### config.mk
export PLATFORM = sky130hd
export DESIGN_NAME = payload_char_decoder_flat
export DESIGN_NICKNAME = d
export VERILOG_FILES = /design/src/rtl/payload_char_decoder_pkg.sv /design/src/rtl/payload_char_decoder_if.sv /design/src/rtl/payload_char_decoder_char_class_lut.sv /design/src/rtl/payload_char_decoder.sv /design/src/flat_wrapper.sv
export SDC_FILE = /design/constraint.sdc
export NUM_CORES = 1
export LEC_CHECK = 0
export BUFFER_PORTS_ARGS = -buffer_cell sky130_fd_sc_hd__buf_2
export CAP_MARGIN = 20
export CORE_MARGIN = 3
export CORE_UTILIZATION = 54
export CTS_CLUSTER_DIAMETER = 200
export DETAILED_ROUTE_END_ITERATION = 8
export MAX_ROUTING_LAYER = met4
export PLACE_DENSITY = 0.82
export SYNTH_ARGS = -nofsm -noshare
export SYNTH_HDL_FRONTEND = slang
export SYNTH_SLANG_ARGS = --single-unit
### constraint.sdc
create_clock -name clk -period 5.3 [get_ports clk]
set_input_delay 0.265 -clock clk [delete_from_list [all_inputs] [get_ports clk]]
set_output_delay 0.265 -clock clk [all_outputs]
set_load 0.01 [all_outputs]
### src/rtl/payload_char_decoder_pkg.sv
// Shared definitions for the payload decoder and the NFA engine generator: lane count,
// character-class membership masks and decoder FSM state codes.
package payload_engine_pkg;

    localparam int unsigned LANES               = 8;
    localparam int unsigned NUM_CLASSES_DEFAULT = 64;

    localparam logic [2:0] StIdle   = 3'd0;
    localparam logic [2:0] StSod    = 3'd1;
    localparam logic [2:0] StStream = 3'd2;
    localparam logic [2:0] StFlush  = 3'd3;
    localparam logic [2:0] StEop    = 3'd4;

    typedef logic [NUM_CLASSES_DEFAULT-1:0][255:0] class_mask_t;

    // Classes: 0-25 letters (case-folded), 26-35 single digits, 36 digit, 37 letter,
    // 38 whitespace, 39-47 "/.:=?&%-_", 48 any, 49 hex, 50 non-printable, 51-63 "<>'\"();,+*@#!".
    function automatic logic class_member(int unsigned k, logic [7:0] b);
        logic [7:0] lc;
        logic       digit;
        lc    = b | 8'h20;
        digit = (b >= 8'h30) && (b <= 8'h39);
        if (k < 26) return lc == 8'(32'h61 + k);
        if (k < 36) return b == 8'(32'h30 + k - 26);
        case (k)
            36: return digit;
            37: return (lc >= 8'h61) && (lc <= 8'h7a);
            38: return (b == 8'h20) || (b == 8'h09) || (b == 8'h0a) || (b == 8'h0d);
            39: return b == 8'h2f;
            40: return b == 8'h2e;
            41: return b == 8'h3a;
            42: return b == 8'h3d;
            43: return b == 8'h3f;
            44: return b == 8'h26;
            45: return b == 8'h25;
            46: return b == 8'h2d;
            47: return b == 8'h5f;
            48: return 1'b1;
            49: return digit || ((lc >= 8'h61) && (lc <= 8'h66));
            50: return (b < 8'h20) || (b >= 8'h7f);
            51: return b == 8'h3c;
            52: return b == 8'h3e;
            53: return b == 8'h27;
            54: return b == 8'h22;
            55: return b == 8'h28;
            56: return b == 8'h29;
            57: return b == 8'h3b;
            58: return b == 8'h2c;
            59: return b == 8'h2b;
            60: return b == 8'h2a;
            61: return b == 8'h40;
            62: return b == 8'h23;
            63: return b == 8'h21;
            default: return 1'b0;
        endcase
    endfunction

    function automatic class_mask_t build_class_masks();
        class_mask_t m;
        m = '0;
        for (int unsigned k = 0; k < NUM_CLASSES_DEFAULT; k++) begin
            for (int unsigned b = 0; b < 256; b++) begin
                m[k][b] = class_member(k, 8'(b));
            end
        end
        return m;
    endfunction

    localparam class_mask_t CLASS_MASK = build_class_masks();

endpackage

### src/rtl/payload_char_decoder_if.sv
// AXI4-Stream payload input bundle feeding payload_char_decoder.
interface payload_char_decoder_if
    import payload_engine_pkg::*;
#(
    parameter int unsigned DATA_W = LANES * 8
);
    logic [DATA_W-1:0]   tdata;
    logic [DATA_W/8-1:0] tkeep;
    logic                tvalid;
    logic                tlast;
    logic                tready;

    modport master (output tdata, output tkeep, output tvalid, output tlast, input tready);
    modport slave  (input tdata, input tkeep, input tvalid, input tlast, output tready);
endinterface

### src/rtl/payload_char_decoder_char_class_lut.sv
// Combinational byte to character-class hit vector, read straight out of CLASS_MASK.
module char_class_lut
    import payload_engine_pkg::*;
#(
    parameter int unsigned NUM_CLASSES = NUM_CLASSES_DEFAULT
) (
    input  logic [7:0]             byte_i,
    output logic [NUM_CLASSES-1:0] hit_o
);
    always_comb begin
        hit_o = '0;
        for (int k = 0; k < NUM_CLASSES; k++) begin
            hit_o[k] = CLASS_MASK[k][byte_i];
        end
    end
endmodule

### src/rtl/payload_char_decoder.sv
// Serialises AXI4-Stream payload words to one byte per clock, decodes class lines and drives
// the shared engine sod/en/eop controls. Optional byte limit: PAYLOAD_DEPTH_LIMIT_EN.
module payload_char_decoder
    import payload_engine_pkg::*;
#(
    parameter int unsigned DATA_W      = LANES * 8,
    parameter int unsigned NUM_CLASSES = NUM_CLASSES_DEFAULT
`ifdef PAYLOAD_DEPTH_LIMIT_EN
    ,
    parameter int unsigned MAX_DEPTH   = 1460
`endif
) (
    input  logic                   clk,
    input  logic                   rst,
    payload_char_decoder_if.slave  s_axis,
    output logic [NUM_CLASSES-1:0] class_hit,
    output logic                   en,
    output logic                   sod,
    output logic                   eop,
    output logic [7:0]             byte_out
);
    localparam int unsigned Lanes = DATA_W / 8;
    localparam int unsigned LaneW = (Lanes > 1) ? $clog2(Lanes) : 1;
    localparam logic [LaneW-1:0] LastLane = LaneW'(Lanes - 1);

    logic [2:0]             state_q, state_d;
    logic [LaneW-1:0]       lane_q, lane_d;
    logic                   hold_q, hold_d;
    logic [Lanes-1:0][7:0]  data_q, data_d;
    logic [Lanes-1:0]       keep_q, keep_d;
    logic                   last_q, last_d;
    logic                   tready_q, tready_d;
    logic                   en_q, en_d, sod_q, sod_d, eop_q, eop_d;
    logic [NUM_CLASSES-1:0] class_hit_q, class_hit_d;
    logic [7:0]             byte_out_q, byte_out_d;
    logic                   hs, load, emit, kept, fire, depth_ok;
    logic [7:0]             cur_byte;
    logic [NUM_CLASSES-1:0] lut_hit;

    assign hs = s_axis.tvalid && tready_q;

    always_comb begin
        state_d = state_q;
        lane_d  = lane_q;
        hold_d  = hold_q;
        load    = 1'b0;
        case (state_q)
            StIdle: begin
                if (hs) begin
                    load    = 1'b1;
                    state_d = StSod;
                end
            end
            StSod: begin
                state_d = StStream;
                lane_d  = '0;
                hold_d  = 1'b0;
            end
            StStream: begin
                if (lane_q != LastLane) begin
                    lane_d = lane_q + LaneW'(1);
                end else if (last_q) begin
                    state_d = StFlush;
                end else if (hs) begin
                    load   = 1'b1;
                    lane_d = '0;
                    hold_d = 1'b0;
                end else begin
                    // Word drained, next not yet offered: idle the engines but stay ready.
                    hold_d = 1'b1;
                end
            end
            StFlush: state_d = StEop;
            StEop: begin
                if (hs) begin
                    load    = 1'b1;
                    state_d = StSod;
                end else begin
                    state_d = StIdle;
                end
            end
            default: state_d = StIdle;
        endcase
        data_d = load ? s_axis.tdata : data_q;
        keep_d = load ? s_axis.tkeep : keep_q;
        last_d = load ? s_axis.tlast : last_q;
    end

    assign cur_byte = data_d[lane_d];

    char_class_lut #(
        .NUM_CLASSES(NUM_CLASSES)
    ) u_lut (
        .byte_i(cur_byte),
        .hit_o (lut_hit)
    );

    // Outputs are decoded from next-state values so every port comes straight off a flop.
    always_comb begin
        emit        = (state_d == StStream) && !hold_d;
        kept        = emit && keep_d[lane_d];
        fire        = kept && depth_ok;
        tready_d    = (state_d == StIdle) || (state_d == StEop) ||
                      ((state_d == StStream) && (lane_d == LastLane) && !last_d);
        sod_d       = (state_d == StSod);
        eop_d       = (state_d == StEop);
        en_d        = fire || (state_d == StFlush);
        class_hit_d = fire ? lut_hit : '0;
        byte_out_d  = emit ? cur_byte : 8'h00;
    end

`ifdef PAYLOAD_DEPTH_LIMIT_EN
    logic [15:0] depth_q, depth_d;

    assign depth_ok = depth_q < 16'(MAX_DEPTH);

    always_comb begin
        depth_d = depth_q;
        if (state_d == StSod) begin
            depth_d = '0;
        end else if (kept && (depth_q != 16'hffff)) begin
            depth_d = depth_q + 16'd1;
        end
    end

    always_ff @(posedge clk or posedge rst) begin
        if (rst) depth_q <= '0;
        else     depth_q <= depth_d;
    end
`else
    assign depth_ok = 1'b1;
`endif

    always_ff @(posedge clk or posedge rst) begin
        if (rst) begin
            state_q     <= StIdle;
            lane_q      <= '0;
            hold_q      <= 1'b0;
            data_q      <= '0;
            keep_q      <= '0;
            last_q      <= 1'b0;
            tready_q    <= 1'b0;
            en_q        <= 1'b0;
            sod_q       <= 1'b0;
            eop_q       <= 1'b0;
            class_hit_q <= '0;
            byte_out_q  <= '0;
        end else begin
            state_q     <= state_d;
            lane_q      <= lane_d;
            hold_q      <= hold_d;
            data_q      <= data_d;
            keep_q      <= keep_d;
            last_q      <= last_d;
            tready_q    <= tready_d;
            en_q        <= en_d;
            sod_q       <= sod_d;
            eop_q       <= eop_d;
            class_hit_q <= class_hit_d;
            byte_out_q  <= byte_out_d;
        end
    end

    assign s_axis.tready = tready_q;
    assign en            = en_q;
    assign sod           = sod_q;
    assign eop           = eop_q;
    assign class_hit     = class_hit_q;
    assign byte_out      = byte_out_q;
endmodule

### src/flat_wrapper.sv
// flat-port wrapper written by rule: the top's interface ports become plain ports
module payload_char_decoder_flat import payload_engine_pkg::*;
#(
    parameter int unsigned DATA_W      = LANES * 8,
    parameter int unsigned NUM_CLASSES = NUM_CLASSES_DEFAULT

)
  (clk, rst, class_hit, en, sod, eop, byte_out, s_axis_tdata, s_axis_tkeep, s_axis_tvalid, s_axis_tlast, s_axis_tready);
  payload_char_decoder_if #(.DATA_W(DATA_W)) s_axis_i ();
  input  logic clk;
  input  logic rst;
  output logic [NUM_CLASSES-1:0] class_hit;
  output logic en;
  output logic sod;
  output logic eop;
  output logic [7:0] byte_out;
  input wire logic [$bits(s_axis_i.tdata)-1:0] s_axis_tdata;
  input wire logic [$bits(s_axis_i.tkeep)-1:0] s_axis_tkeep;
  input wire logic [$bits(s_axis_i.tvalid)-1:0] s_axis_tvalid;
  input wire logic [$bits(s_axis_i.tlast)-1:0] s_axis_tlast;
  output wire logic [$bits(s_axis_i.tready)-1:0] s_axis_tready;
  assign s_axis_i.tdata = s_axis_tdata;
  assign s_axis_i.tkeep = s_axis_tkeep;
  assign s_axis_i.tvalid = s_axis_tvalid;
  assign s_axis_i.tlast = s_axis_tlast;
  assign s_axis_tready = s_axis_i.tready;
  payload_char_decoder #(.DATA_W(DATA_W), .NUM_CLASSES(NUM_CLASSES)) u_core (.clk(clk), .rst(rst), .s_axis(s_axis_i), .class_hit(class_hit), .en(en), .sod(sod), .eop(eop), .byte_out(byte_out));
endmodule
======== After elaboration in Yosys (flattened, before gate mapping) ========
Memory sizes are Yosys's and may differ from the RTL's.
Index checks and enable logic that the tools add are counted.
operators by class
  add/sub/neg operators ................... 1
  multipliers ............................. 0
  divide/modulo/power cells ............... 0
  $lt $le $gt $ge ......................... 2
  eq/ne operators ......................... 10
  shift operators ......................... 0
  muxes and demuxes ....................... 90
  bitwise operators ....................... 0
  reductions and logical operators ........ 13
operator list
  operator                                                     number
  two-way mux 64 bit                                           2
  two-way mux 1 bit                                            73
  binary-select mux 8 bit (select 3 bit)                       1
  two-way mux 8 bit                                            3
  two-way mux 3 bit                                            6
  one-hot mux 3 bit (5 select lines)                           1
  == test 3 x 2 -> 1 bit (second input constant)               4
  == test 3 bit (second input constant)                        3
  less-than comparator 8 x 9 -> 1 bit (second input constant)  1
  == test 3 x 1 -> 1 bit (second input constant)               2
  logical NOT 3 bit                                            2
  one-hot mux 3 bit (2 select lines)                           1
  logical AND 1 bit                                            5
  less-than comparator 3 x 4 -> 1 bit (second input constant)  1
  one-hot mux 1 bit (2 select lines)                           2
  adder 3 x 1 -> 3 bit (second input constant)                 1
  binary-select mux 1 bit (select 3 bit)                       1
  logical OR 1 bit                                             3
  inequality test 3 bit (second input constant)                1
  logical NOT 1 bit                                            2
  OR reduction 2 bit                                           1
storage, ports and cells
  register bits ........................... 156
  bits in latches ......................... 0
  memory bits (writable) .................. 0
  bits in read-only memories .............. 16384
  input bits .............................. 76
  output and inout bits ................... 76
  word-level logic and storage cells ...... 199
  memories kept ........................... 64
memory list
  memory            words  bits a word  rd ports  clocked after Yosys merged registers in  write ports  RTL line                                   text
  (name not given)  256    1            1         0                                        0            payload_char_decoder_char_class_lut.sv:13  hit_o[k] = CLASS_MASK[k][byte_i];
  (name not given)  256    1            1         0                                        0            payload_char_decoder_char_class_lut.sv:13
  (name not given)  256    1            1         0                                        0            payload_char_decoder_char_class_lut.sv:13
  (name not given)  256    1            1         0                                        0            payload_char_decoder_char_class_lut.sv:13
  (name not given)  256    1            1         0                                        0            payload_char_decoder_char_class_lut.sv:13
  (name not given)  256    1            1         0                                        0            payload_char_decoder_char_class_lut.sv:13
  +58 memories      -      -            -         -                                        -            -

======== Longest topological paths before layout ========
  word-level depth ........................ 11
  gate-level depth with buffers ........... 18
  depth with buffers taken out ............ 15

======== By module ========
Synthesis repeated with hierarchy kept, for this count alone.
unflattened totals
  cell total of the unflattened synthesis .. 607
  area total of the unflattened synthesis .. 7219.4 um2
by module, submodules not included
  module                times used  cells each  area each (um2)  seq. area each (um2)
  payload_char_decoder  1           490         6618.8           3903.7
  char_class_lut        1           117         600.6            0.0

======== Worst setup path after synthesis ========
OpenSTA, ideal clock, no wires.
  path kind ............................... register -> register
  from .................................... register u_core.lane_q[0]
  to ...................................... register u_core.class_hit_q[38] (netlist: u_core.class_hit[38])
  library setup time ...................... 77 ps
  arrival ................................. 3642 ps
  data required time ...................... 5223 ps
  setup slack ............................. 1581 ps
  stages on the path, launching flop included .. 17
  path buffers ............................ 2
  period minus slack after synthesis ...... 3719 ps
  cell sequence ........................... dfrtp_1 ha_1 ha_1 and4b_4 o311ai_4 a21oi_4 inv_2 buf_2 buf_1 o211ai_1 o21a_1 a21oi_1 inv_1 ha_1 nand2_1 a211o_1 a21oi_1
on the way
  word-level cells in the longest chain between the ends .. 9
  elaborated cells on any way between the ends .. 25
  those cells by class .................... add/sub (1); eq/ne (2); mux (18); reduce/logical (3); memory (1)
RTL lines
  item                                                          RTL line                                   text
  start: declaration                                            payload_char_decoder.sv:27                 logic [LaneW-1:0] lane_q, lane_d;
  start signal: assignment                                      payload_char_decoder.sv:150                lane_q <= lane_d;
  branches (longest 3 deep; another with adder 3 x 1 -> 3 bit)  -
  one-hot mux 3 bit (2 select lines) *                          payload_char_decoder.sv:47                 case (state_q)
  via u_core.lane_d[0]                                          payload_char_decoder.sv:27
  binary-select mux 8 bit (select 3 bit)                        payload_char_decoder.sv:89                 assign cur_byte = data_d[lane_d];
  two-way mux 8 bit (implied by the code)                       payload_char_decoder.sv:89
  memory (256 x 1 bit)                                          -
  two-way mux 1 bit (implied by the code)                       payload_char_decoder_char_class_lut.sv:13
  two-way mux 64 bit *                                          payload_char_decoder.sv:108                class_hit_d = fire ? lut_hit : '0;
  via u_core.class_hit_d[38]                                    payload_char_decoder.sv:34                 logic [NUM_CLASSES-1:0] class_hit_q, class_hit_d;
  end signal: assignment                                        payload_char_decoder.sv:159                class_hit_q <= class_hit_d;
  end: declaration                                              payload_char_decoder.sv:34
Mark *: on every way through the listed nets, which the timed path passes. The select of a mux whose other input is x is not followed.

======== Final worst setup path ========
  from .................................... register u_core.lane_q[0]
  to ...................................... register u_core.class_hit_q[38] (netlist: u_core.class_hit[38])
on the way
  word-level cells in the longest chain between the ends .. 9
  elaborated cells on any way between the ends .. 25
  those cells by class .................... add/sub (1); eq/ne (2); mux (18); reduce/logical (3); memory (1)
RTL lines
  item                                                          RTL line
  branches (longest 8 deep; another with adder 3 x 1 -> 3 bit)  -
  two-way mux 64 bit *                                          payload_char_decoder.sv:108
  via u_core.class_hit_d[38]                                    payload_char_decoder.sv:34
Marks and branches as above.

==> impl.org <==
** Run status
- The flow ran to the end, and the final reports show no timing, DRC or antenna violations.

** Placed design
- Prior to clock tree synthesis, the placed netlist has a worst setup slack of 0.829 ns.
- Half-perimeter wire length of the detailed placement result :: 12000 µm
- Final Wtd Congestion :: 0.929
- Number of buffers added on ports :: 151
- Cell area reported after detailed placement :: 0.00780 mm²

** Setup path
- Traced cell by cell, the critical path runs through ha_1 -> ha_1 -> and4b_4 -> o311ai_4 -> a21oi_4 -> inv_2 -> o211a_1 -> a21oi_1 -> inv_1 -> ha_1 -> nand2_1 -> a211o_1 -> a21oi_1.
- STA classifies the critical path startpoint as a register.
- The cell family contributing the most delay on the critical path is compound AO/OA/AOI/OAI gates.
- Critical path capture point type :: register
- For this run, the slowest stage of the critical path takes 0.85 ns.
- In this design, the critical path's most frequently occurring cell is ha_1.
- Data on the critical path is required at its endpoint by 5.64 ns.
- At the worst endpoint, the arrival time is 4.91 ns.
- Maximum fanout along the worst path :: 32
- On the critical path, the stage with the largest delay is an instance of a21oi_4.
- Counting both buffers and inverters, the worst setup path holds a total of 2.
- The critical path is of the register to register type.

** STA
- Fin worst setup slack :: 0.739 ns
- For the pin with the worst max-slew slack, the measured transition is 1.01 ns.
- Minimum clock period :: 4.56 ns
- Static timing analysis puts the maximum clock frequency at 0.219 GHz.
- Aggregate negative setup slack :: 0 ns
- Clk_skew :: 0.00958 ns
- The number of pins with negative max-slew slack in the final report came to 0.
- Setup repair after global routing left no endpoint under its margin.
- Final setup violation count :: 0
- Final clock period utilization by the worst path :: 86.1%
- Final Hold Violating Endpoints :: 0
- Remaining max-slew budget at the tightest pin :: 32.5%

** Clock tree
- # Post-CTS Setup Buffers :: 0
- Clock slew at reported path FFs :: 0.06 ns
- Max clock buf depth :: 2
- Clock net sink count :: 156
- TritonCTS built the clock tree.
- For the worst-skew pair, the clock arrives at the later sink with an insertion delay of 0.42 ns.
- Clock tree root driver cell :: clkbuf_16
- In this run, post-CTS hold repair placed 0 buffers.
- Gates resized during post-CTS repair numbered 0.
- Clock tree synthesis inserted a total of 17 buffers.
- In this run the number of H-tree levels came out at 4.

** Run
- Total of max-cap violations :: 0

** Layout
- The final layout contains 910 nets.
- With fillers left out, the area of the finished cells amounts to 0.00838 mm².
- The area growth from synthesis to layout is 20.2%.
- The post-route netlist has 28.4% of its cells at a drive strength greater than 1.
- Share of the core filled with cells :: 68.1%

** Power
- Power dissipated by switching net loads :: 2.73 mW
- Across the VDD grid, the largest voltage drop is 0.411 mV.
- The clock network burns 19.7% of the power.
- Power share of the combinational group :: 52.1%
- Leakage power :: 4.41 nW
- Internal power :: 3.29 mW
- Register share of total power :: 28.2%
- Power Density :: 719 mW/mm²
- Switching power share of the total :: 45.4%
- The design draws 6.03 mW.

** Route
- Wires add up to 17200 µm.
- DR iter-0 viols :: 531
- Detail Route Antenna Nets :: 0
- Drt wl/cell :: 17.1 µm
- Using the TritonRoute via totals, the vias-per-cell ratio works out to 5.50.
- For this run, design rule violations remaining after detail routing come to 0.
- For this block, the via count after detailed routing is 5529.
- The first TritonRoute pass finished after 5 iterations.

** Floorplanning
- Starting utilization of the core area :: 56.7%
- The floorplan step defined a core boundary enclosing 0.0123 mm².
- Top-Level Pins :: 152
- Die area :: 0.0143 mm²
- Num rows :: 40
- Die outline width :: 120 µm
- Floorplan die height :: 120 µm

** Yosys
- Main synth FF type :: dfrtp_1
- Synthesis Warnings :: 0
- Summing every instance area after synthesis gives 0.00698 mm².
- Of all flip-flops after synthesis, the portion carrying an async set or reset was 100%.
- Synthesis instantiated 72 different standard cells from the library.
- Counting flops and latches in the post-synthesis netlist gives 156.
- Sequential elements use 56.0% of the synthesized area.
- In this run, synthesis inferred 0 flip-flops with an integrated enable.
- When the netlist entered floorplanning its net count stood at 764.
- Synth Instances :: 680
- Post-Syn Area per Cell :: 10.3 µm²

** GRT
- The via count of the first global-routing pass is 5439.
- Met3 usage :: 6.08%
- The initial antenna violation count came to 1.
- The layer flagged by global routing as most heavily used is met2.
- Largest net degree at the start of global routing :: 108
- Global-route wire length before repair :: 27500 µm
- For this run, the total global-route usage over all layers was measured as 25.1%.
- Global routing consumed, on the met2 layer, 37.5% of the routing resources.
- Met1 usage :: 33.5%
- For this run the aggregate overflow at the end of global routing stands at 0.

** Hold path
- Type of the worst min-delay path :: input pin to asynchronous set/reset pin
## flip-flops by register name, summed over array words and instances (netlist names)
register and count:
u_core.sod 1, u_core.lane_q 3, u_core.en 1, u_core.last_q 1
u_core.class_hit 64, u_core.eop 1, u_core.state_q 3, u_core.byte_out 8
u_core.hold_q 1, u_core.data_q 64, u_core.s_axis.tready 1, u_core.keep_q 8
## logic make-up after synthesis
family / after synthesis / share of synthesized area (%)
adders and majority gates: 8 / 1.44
xor gates and xnor gates: 1 / 0.233
DFF: 156 / 56.0
buffers and inverters: 41 / 3.64
and+or+nand+nor: 378 / 24.4
muxes: 20 / 5.63
AOI/OAI and AO/OA: 76 / 8.74
## layout by cell type, fill, tap and decap left out, drive strengths merged, types with 2 or more instances in the layout
cell type,synthesis,final
o21a,2,2
a221o,3,3
nand4,4,4
nor3b,3,3
buf,27,158
and2,4,4
clkinv,0,6
inv,10,11
o211ai,7,7
bufinv,0,2
a21o,2,2
nor2b,14,14
mux4,15,15
and3,5,5
a32oi,2,2
nand2b,6,6
dfrtp,156,156
o21ai,6,6
a2111oi,3,3
nand2,240,240
nand3,16,16
mux2i,4,4
and2b,3,3
nor2,60,60
clkbuf,4,21
o211a,5,5
o311ai,2,2
nor3,15,15
a21oi,27,27
ha,8,8
a22oi,7,7
and4bb,2,2
## synthesized netlist by cell type (5+ instances only)
cell type	instances	area [µm²]
nor2b_1	14	87.6
o21ai_1	5	25.0
inv_1	6	22.5
buf_2	7	35.0
buf_4	5	37.5
and3_1	5	31.3
ha_1	8	100
o211ai_1	6	45.0
nand2_1	239	897
buf_1	6	22.5
nor3_1	10	50.1
nand3_1	14	70.1
buf_6	9	101
dfrtp_1	156	3900
nor2_1	56	210
mux4_2	14	315
nand2b_1	5	31.3
a21oi_1	24	120
## routing by layer
layer / wire length (µm) / up-vias
li1: - / 2563
met2: 8110 / 242
met3: 1300 / 43
met1: 7260 / 2681
met5: 0 / -
met4: 495 / 0
## power by group through the flow
stage	clock network, mW	registers [mW]	logic (mW)
global route	1.25	1.73	3.43
detailed placement	0	1.71	3.06
CTS	1.21	1.69	3.09
global placement	0	1.69	2.92
floorplan	0	1.69	2.41
finish	1.19	1.70	3.14
## final timing paths
check | from | to | slack [ns] | cells past startpoint
max in group asynchronous | rst | u_core.class_hit[38] | 4.01 | 3
min in group clk | s_axis_tkeep[2] | u_core.keep_q[2] | 0.05 | 3
hold / removal | rst | u_core.data_q[33] | 0.04 | 2
setup / recovery | u_core.lane_q[0] | u_core.class_hit[38] | 0.74 | 13
setup reg to reg | u_core.lane_q[0] | u_core.class_hit[38] | 0.74 | 13
hold reg to reg | u_core.data_q[13] | u_core.data_q[13] | 0.46 | 2
## stage by stage
stage,hold WS [ns],cells
2_1_floorplan,0.377,680
3_3_place_gp,0.441,975
3_5_place_dp,0.451,975
4_1_cts,0.0288,1005
5_1_grt,0.0519,1006
6_report,0.0447,1006
## area by class of cell
| class | instances | area (µm²) |
|---|---|---|
| well taps | 168 | 210 |
| flip-flops and latches | 156 | 3900 |
| inverters | 10 | 47.5 |
| clock buffers | 21 | 470 |
| multi-input cells | 483 | 2830 |
| clock inverters | 9 | 114 |
| fillers | 932 | 3930 |
| diodes | 1 | 2.50 |
| repair buffers | 158 | 808 |
## worst reg2reg max path, cell delays in order, from the launching register on
cell and delay (ns):
dfrtp_1 0.47, ha_1 0.22, ha_1 0.34, and4b_4 0.35, o311ai_4 0.19, a21oi_4 0.85
inv_2 0.39, o211a_1 0.32, a21oi_1 0.36, inv_1 0.19, ha_1 0.32, nand2_1 0.05
a211o_1 0.30, a21oi_1 0.13
Note: power is estimated with default switching activity, not from simulation.
